`src/rtl/shift_arbiter_pkg.sv`:
```
// shift_arbiter_pkg: shared constants, slot state encoding and round-robin pick helper.
`default_nettype none

package shift_arbiter_pkg;

  localparam logic DIR_LEFT  = 1'b0;
  localparam logic DIR_RIGHT = 1'b1;

  // Upper bound on requesters the pick helper can scan.
  localparam int MAX_REQ = 64;

  typedef enum logic [0:0] {
    ST_EMPTY = 1'b0,
    ST_FULL  = 1'b1
  } slot_state_t;

  // First asserted valid bit at or after ptr, wrapping modulo nreq.
  // Returns ptr when nothing is valid; callers gate with the valid bit.
  function automatic int rr_pick(input logic [MAX_REQ-1:0] valid,
                                 input int ptr,
                                 input int nreq);
    int idx;
    rr_pick = ptr;
    // Scan from the farthest offset down so the nearest hit wins last.
    for (int k = MAX_REQ - 1; k >= 0; k--) begin
      if (k < nreq) begin
        idx = ptr + k;
        if (idx >= nreq) idx = idx - nreq;
        if (valid[idx]) rr_pick = idx;
      end
    end
  endfunction

endpackage

`default_nettype wire

```
`src/rtl/barrel_shift_core.sv`:
```
// barrel_shift_core: combinational logical barrel shifter, zero fill, log2 mux stages.
`default_nettype none

module barrel_shift_core
  import shift_arbiter_pkg::*;
#(
  parameter int WIDTH = 4,
  localparam int AW = $clog2(WIDTH)
) (
  input  logic [WIDTH-1:0] data_in,
  input  logic [AW-1:0]    shift_amt,
  input  logic             dir,
  output logic [WIDTH-1:0] data_out
);

  logic [WIDTH-1:0] stage [0:AW];

  assign stage[0] = data_in;

  for (genvar s = 0; s < AW; s++) begin : g_stage
    assign stage[s+1] = !shift_amt[s]     ? stage[s] :
                        (dir == DIR_RIGHT) ? (stage[s] >> (1 << s)) :
                                             (stage[s] << (1 << s));
  end

  assign data_out = stage[AW];

endmodule

`default_nettype wire

```
`src/rtl/shift_arbiter.sv`:
```
// shift_arbiter: round-robin arbiter sharing one barrel shifter among NREQ requesters,
// with a single registered result slot under valid/ready backpressure.
`default_nettype none

module shift_arbiter
  import shift_arbiter_pkg::*;
#(
  parameter int WIDTH = 4,
  parameter int NREQ  = 4,
  localparam int AW = $clog2(WIDTH),
  localparam int IW = $clog2(NREQ)
) (
  input  logic                  clk,
  input  logic                  rst_n,
  input  logic [NREQ-1:0]       req_valid,
  output logic [NREQ-1:0]       req_ready,
  input  logic [NREQ*WIDTH-1:0] req_data,
  input  logic [NREQ*AW-1:0]    req_amt,
  input  logic [NREQ-1:0]       req_dir,
  output logic                  resp_valid,
  input  logic                  resp_ready,
  output logic [WIDTH-1:0]      resp_data,
  output logic [IW-1:0]         resp_id
);

  slot_state_t      state;
  slot_state_t      state_next;
  logic [IW-1:0]    rr_ptr;
  logic [IW-1:0]    grant;
  logic             slot_free;
  logic             accept;
  logic [WIDTH-1:0] sel_data;
  logic [AW-1:0]    sel_amt;
  logic             sel_dir;
  logic [WIDTH-1:0] shifted;

  assign resp_valid = (state == ST_FULL);
  assign slot_free  = (state == ST_EMPTY) || resp_ready;

  assign grant     = IW'(rr_pick(MAX_REQ'(req_valid), int'(rr_ptr), NREQ));
  assign accept    = req_valid[grant] && slot_free;
  assign req_ready = slot_free ? ((NREQ'(1) << grant) & req_valid) : '0;

  assign sel_data = req_data[grant*WIDTH +: WIDTH];
  assign sel_amt  = req_amt[grant*AW +: AW];
  assign sel_dir  = req_dir[grant];

  barrel_shift_core #(
    .WIDTH (WIDTH)
  ) u_shift (
    .data_in   (sel_data),
    .shift_amt (sel_amt),
    .dir       (sel_dir),
    .data_out  (shifted)
  );

  always_comb begin
    state_next = state;
    case (state)
      ST_EMPTY: if (accept) state_next = ST_FULL;
      ST_FULL: begin
        if (accept)          state_next = ST_FULL;
        else if (resp_ready) state_next = ST_EMPTY;
      end
      default: state_next = ST_EMPTY;
    endcase
  end

  always_ff @(posedge clk) begin
    if (!rst_n) begin
      state     <= ST_EMPTY;
      resp_data <= '0;
      resp_id   <= '0;
      rr_ptr    <= '0;
    end else begin
      state <= state_next;
      if (accept) begin
        resp_data <= shifted;
        resp_id   <= grant;
        rr_ptr    <= (grant == IW'(NREQ - 1)) ? '0 : grant + IW'(1);
      end
    end
  end

endmodule

`default_nettype wire

```
`config.mk`:
```
export PLATFORM = sky130hd
export DESIGN_NAME = shift_arbiter
export DESIGN_NICKNAME = d
export VERILOG_FILES = /design/src/rtl/shift_arbiter_pkg.sv /design/src/rtl/barrel_shift_core.sv /design/src/rtl/shift_arbiter.sv
export SDC_FILE = /design/constraint.sdc
export NUM_CORES = 1
export LEC_CHECK = 0
export BUFFER_PORTS_ARGS = -buffer_cell sky130_fd_sc_hd__buf_4
export CAP_MARGIN = 40
export CORE_ASPECT_RATIO = 1.4
export CORE_MARGIN = 4
export CORE_UTILIZATION = 40
export DETAILED_ROUTE_END_ITERATION = 8
export PLACE_DENSITY = 0.67
export REMOVE_ABC_BUFFERS = 1
export SLEW_MARGIN = 30
export SYNTH_ARGS = -nofsm -noshare
export SYNTH_HDL_FRONTEND = slang
export SYNTH_SLANG_ARGS = --single-unit
```
`constraint.sdc`:
```
create_clock -name clk -period 8.2 [get_ports clk]
set_input_delay 1.23 -clock clk [delete_from_list [all_inputs] [get_ports clk]]
set_output_delay 1.23 -clock clk [all_outputs]
set_load 0.05 [all_outputs]
```
# After elaboration in Yosys (flattened, before gate mapping)
# Cells that the tools add are included.
# classes
n_addsub,8
magnitude_cmp,9
n_eq_ne,1
shift,3
n_mux,34
bitwise,2
n_reduce_logical,2
# ops
operator,n
< comparator 32 x 8 -> 1 bit (second input constant),4
two-way mux 32 bit,4
binary-select mux 1 bit (select 6 bit),4
two-way mux 4 bit,5
variable part select 16 x 5 -> 4 bit,1
two-way mux 1 bit,13
subtractor 3 x 3 -> 4 bit (second input constant),3
two-way mux 2 bit,5
greater-or-equal comparator 3 bit (second input constant),3
variable part select 8 x 4 -> 2 bit,1
adder 2 x 2 -> 3 bit (second input constant),2
bitwise AND 4 bit,1
binary-select mux 1 bit (select 2 bit),2
left shift 1 x 2 -> 4 bit (first input constant),1
subtractor 2 x 3 -> 4 bit (second input constant),1
adder 2 x 1 -> 3 bit (second input constant),1
greater-or-equal comparator 2 x 3 -> 1 bit (second input constant),1
< comparator 2 x 3 -> 1 bit (second input constant),1
adder 2 x 1 -> 2 bit (second input constant),1
equality test 2 bit (second input constant),1
case mux 1 bit (2 select lines),1
logical AND 1 bit,1
logical OR 1 bit,1
inverter 1 bit,1
# totals
ff_bits,9
inputBits,35
out_inout_bits,11
wordCells,63

# Depth between registers and ports, before layout
# depth
ltp_word,16
ltp_mapped,15
depth_no_buf,10

# Modules after synthesis
# A second synthesis with hierarchy kept.
# unflattened
hier_cells,148
area_unflattened_um2,1255.0
# by_module_without_submodules
module,n_inst,cells_each,area_per_inst_um2,seq_area_each_um2
shift_arbiter,1,127,1077.3,180.2
barrel_shift_core,1,21,177.7,0.0

# Least setup slack after synthesis
# No wires, ideal clock.
# synth_path
path_type,input port to output port
start,input req_valid[2]
end,output req_ready[3]
arrival_ns,3.383
required_ns,6.970
setup_slack_ns,3.587
stages,10
n_path_buf,3
cell_sequence,clkbuf_2 > mux4_2 > and2_1 > buf_4 > buf_2 > a21oi_1 > nor2_1 > xnor2_1 > ha_1 > and3_1
# synth_via
elab_chain_cells,10
word_cells_on_any_way,19
classes_between,1 x shift; 17 x mux; 1 x bitwise
# synth_lines
item,line_no,source
from (decl),shift_arbiter.sv:15,"input logic [NREQ-1:0] req_valid,"
binary-select mux 1 bit (select 6 bit),shift_arbiter_pkg.sv:29,if (valid[idx]) rr_pick = idx;
two-way mux 1 bit (implied by the code) (2 in a row),shift_arbiter_pkg.sv:29,
two-way mux 2 bit (3 in a row),shift_arbiter_pkg.sv:29,
two-way mux 2 bit *,shift_arbiter_pkg.sv:29,
named net grant[0],shift_arbiter.sv:29,logic [IW-1:0] grant;
left shift 1 x 2 -> 4 bit *,shift_arbiter.sv:42,assign req_ready = slot_free ? ((NREQ'(1) << grant) & req_valid) : '0;
bitwise AND 4 bit *,shift_arbiter.sv:42,
two-way mux 4 bit *,shift_arbiter.sv:42,
to (decl),shift_arbiter.sv:16,"output logic [NREQ-1:0] req_ready,"
# The timed path passes the listed nets; every way through them passes the cells marked *. The select of a mux whose other input is x is not followed.

# Worst setup path in the final report
# layout_path
start,register rr_ptr[1]
end,output req_ready[0]
# layout_via
elab_chain_cells,13
word_cells_on_any_way,34
classes_between,7 x add/sub; 4 x order compare; 1 x shift; 21 x mux; 1 x bitwise
# layout_lines
item,line_no,source
from (decl),shift_arbiter.sv:28,logic [IW-1:0] rr_ptr;
from (signal assigned),shift_arbiter.sv:80,rr_ptr <= (grant == IW'(NREQ - 1)) ? '0 : grant + IW'(1);
adder 2 x 2 -> 3 bit,shift_arbiter_pkg.sv:27,idx = ptr + k;
subtractor 3 x 3 -> 4 bit or greater-or-equal comparator 3 bit (tied branches),shift_arbiter_pkg.sv:28,if (idx >= nreq) idx = idx - nreq;
two-way mux 32 bit,shift_arbiter_pkg.sv:28,
binary-select mux 1 bit (select 6 bit),shift_arbiter_pkg.sv:29,
two-way mux 1 bit (implied by the code) (2 in a row),shift_arbiter_pkg.sv:29,
two-way mux 2 bit (3 in a row),shift_arbiter_pkg.sv:29,
two-way mux 2 bit *,shift_arbiter_pkg.sv:29,
left shift 1 x 2 -> 4 bit *,shift_arbiter.sv:42,
bitwise AND 4 bit *,shift_arbiter.sv:42,
two-way mux 4 bit *,shift_arbiter.sv:42,
# Mark *: on every way between the ends. The rest lies on a longest branch, timed or not. The select of a mux whose other input is x is not followed.

==> summary.md <==
| Metric | Value |
|---|---|
| Status | `finished, final reports clean` |
| Effective utilization at floorplan | `40.9%` |
| Minimum clock period | `5.20 ns` |
| Worst VDD drop | `0.221 mV` |
| Share of layout cells above drive strength 1 | `21.7%` |
| Pwr dens | `333 nW/um2` |
| WL per Instance | `16.2 um` |
| Via count | `2,576` |
| Slew Viols, Final | `0` |
| Setup TNS | `0 ns` |
| Post-route ant nets | `0` |
| FF/Latch Area | `181 um2` |
| Buffers on Ports | `45` |
| Worst skew pair latency | `0.23 ns` |
| #FFs+latches synth | `9` |
| DRC | `0` |
| Chip width | `73.5 um` |
| Synth Flop Type | `dfxtp_1` |
| Share of the synthesized area in the top cell type | `11.7%` |
| Post-synthesis cell type count | `51` |
| Cell taking the most area after synthesis | `nor4bb_1` |
| Post-DP HPWL | `4.71 mm` |
| Clk_skew | `0.00229 ns` |
| Core area | `5860 um2` |
| Seq pwr share | `7.4%` |
| Final total power | `0.916 mW` |
| Commonest non-fill, non-tap cells in the layout | `buf_4, nand2_1, nand2b_1` |
| WP data required | `6.97 ns` |
| Commonest non-fill, non-tap cell in the layout | `buf_4` |
| CTS tree | `built` |
| Hold Startpoint | `resp_id[0]$_SDFFE_PN0P_` |
| Nets | `386` |
| Cell internal pwr | `0.414 mW` |
| Fill count | `600` |
| P_sw | `0.502 mW` |
| ANT cells | `0` |
| Critical path type | `reg -> out` |
| Global-route wire length before repair | `11.0 mm` |
| Total wire length | `6.66 mm` |
| Ys async rst share | `0%` |
| GRT overflow | `0` |
| Fmax | `192 MHz` |
| Clock Pin Slew Worst Setup and Hold Paths | `0.04 ns` |
| Post-CTS Setup Inserts | `0` |
| H-tree depth | `1` |
| Die Area | `7320 um2` |
| # setup viols final | `0` |
| Least-Margin Pin Slew | `0.940 ns` |
| Leakage power total | `1.05 nW` |
| Seq/Total Area, Yosys | `7.51%` |
| Routed vias/inst | `6.27` |
| Crit path launch type | `flop` |
| Hold EP | `resp_id[0]$_SDFFE_PN0P_` |
| CTS sink cnt | `9` |
| Worst-path maximum fanout | `30` |
| Clk buf depth | `2` |
| Sw Ratio | `54.8%` |
| GPL Wtd Cong | `0.857` |
| Logic pwr share | `87.0%` |
| Cts hold-fix bufs | `0` |
| RSZ-0062 raised after global routing | `false` |
| HP Class | `reg -> reg` |
| Num rows | `33` |
| Mapped Cells | `320` |
| Worst reg2reg path depth | `9` |
| Multi-input gate area | `2020 um2` |
| IO Count | `46` |
| Largest net degree at the start of global routing | `74` |
| Initial antenna violation count | `0` |
| Number of global-route vias before repair | `2,472` |
| Clock power share | `5.6%` |
| Global Route Usage Sum | `17.8%` |
| Clock root buffer master | `clkbuf_8` |
| Hold Path Cell Cnt | `2` |
| Total iterations of the first detailed-routing run | `4` |
| Chip height | `99.6 um` |
| Worst r2r src | `rr_ptr[1]$_SDFFE_PN0P_` |
| Yosys warnings | `0` |
| Syn Area/Cell | `7.50 um2` |
| FF-to-FF End | `resp_data[3]$_SDFFE_PN0P_` |
| Crit path launch | `rr_ptr[1]$_SDFFE_PN0P_` |
| Post-synth EDFFs | `0` |
| Max-slew headroom | `37.4%` |
| R2r setup slk | `3.86 ns` |
| Crit path DAT | `3.97 ns` |
| Fin. Hold Viols | `0` |
| Area contributors post-synth | `nor4bb_1, nand2b_1, dfxtp_1, a221oi_1, nand2_1` |
| Fin crit share | `63.4%` |
| DRT iter0 DRCs | `140` |
| Num CTS Buffers | `3` |
| CTS resizes | `0` |
| Post-Syn Area | `2400 um2` |
| Synth-to-layout area growth | `14.7%` |
| Crit end category | `output pin` |
| Max Cap Viol | `0` |
[layout make-up]
type | count | area share [%]
inverters | 6 | 0.818
flip-flops and latches | 9 | 6.59
repair buffers | 49 | 14.2
clock buffers | 4 | 1.64
multi-input cells | 273 | 73.5
well taps | 70 | 3.18
[per-stage QoR]
step	hold slack (ns)	cell area (um2)	util [%]	instances	setup WS, ns
after floorplan	0.712	2230	-	288	2.65
after global placement	0.487	2670	45.5	405	3.08
after detailed placement	0.488	2700	46.0	406	3.03
after CTS	0.499	2740	46.8	410	2.90
after global routing	0.550	2750	46.9	411	2.70
final	0.505	2750	46.9	411	3.00
[power groups by stage]
stage	registers [mW]	logic [mW]	clock network, mW
finish	0.0677	0.797	0.0514
CTS	0.0678	0.792	0.0539
global placement	0.0684	0.770	0
floorplan	0.114	0.550	0
detailed placement	0.0686	0.788	0
global route	0.0703	0.877	0.0559
[per-layer routing]
| layer | track usage (%) | routed length [um] | vias to the layer above |
|---|---|---|---|
| li1 | - | - | 1276 |
| met1 | 23.1 | 2870 | 1219 |
| met2 | 29.8 | 3360 | 71 |
| met3 | 1.11 | 307 | 10 |
| met4 | 7.81 | 127 | 0 |
| met5 | 0 | 0 | - |
[synthesized netlist by cell type (3+ instances only)]
cell type and count:
o21ai_0 6, dfxtp_1 9, nor2_1 14, mux2_2 6, nand4_1 3, clkbuf_1 17, a221oi_1 18, a21boi_0 14
a211oi_1 5, a2111oi_0 14, nand2b_1 30, and3_1 4, inv_1 6, ha_1 9, nor4bb_1 28, buf_6 5
mux2_4 3, nor3_1 15, nand2_1 42, a21oi_1 8, a21boi_1 5, buf_2 8, nor3b_1 14
[worst max path at each step]
stage,end,slack (ns),cells after the start
final,req_ready[0],3.00,10
after global placement,req_ready[0],3.08,9
after global routing,req_ready[1],2.70,10
after CTS,req_ready[0],2.90,10
after floorplan,req_ready[1],2.65,9
after detailed placement,req_ready[0],3.03,9
[sequential cells by signal, indices dropped and copies added (netlist names)]
| signal | count |
|---|---|
| resp_data | 4 |
| resp_id | 2 |
| resp_valid | 1 |
| rr_ptr | 2 |
[worst max-delay path, stage by stage, from the launching register on]
cell and delay, ns:
dfxtp_1 0.59, inv_1 0.17, ha_1 0.38, mux4_2 0.53
and2_1 0.71, o21ai_1 0.15, a221o_2 0.57, inv_1 0.15
ha_1 0.14, and3_1 0.14, buf_4 0.19
[cells by family after synthesis]
logic type	Yosys count	synth area share, %
AND/OR/NAND/NOR	158	40.2
XOR/XNOR	1	0.365
buffers and inverters	38	8.13
flip-flops	9	7.51
adder cells (fa/ha/maj)	9	4.69
multiplexers	18	10.4
AO/OA/AOI/OAI	87	28.7
No activity file was read; power rests on OpenSTA's default activity.
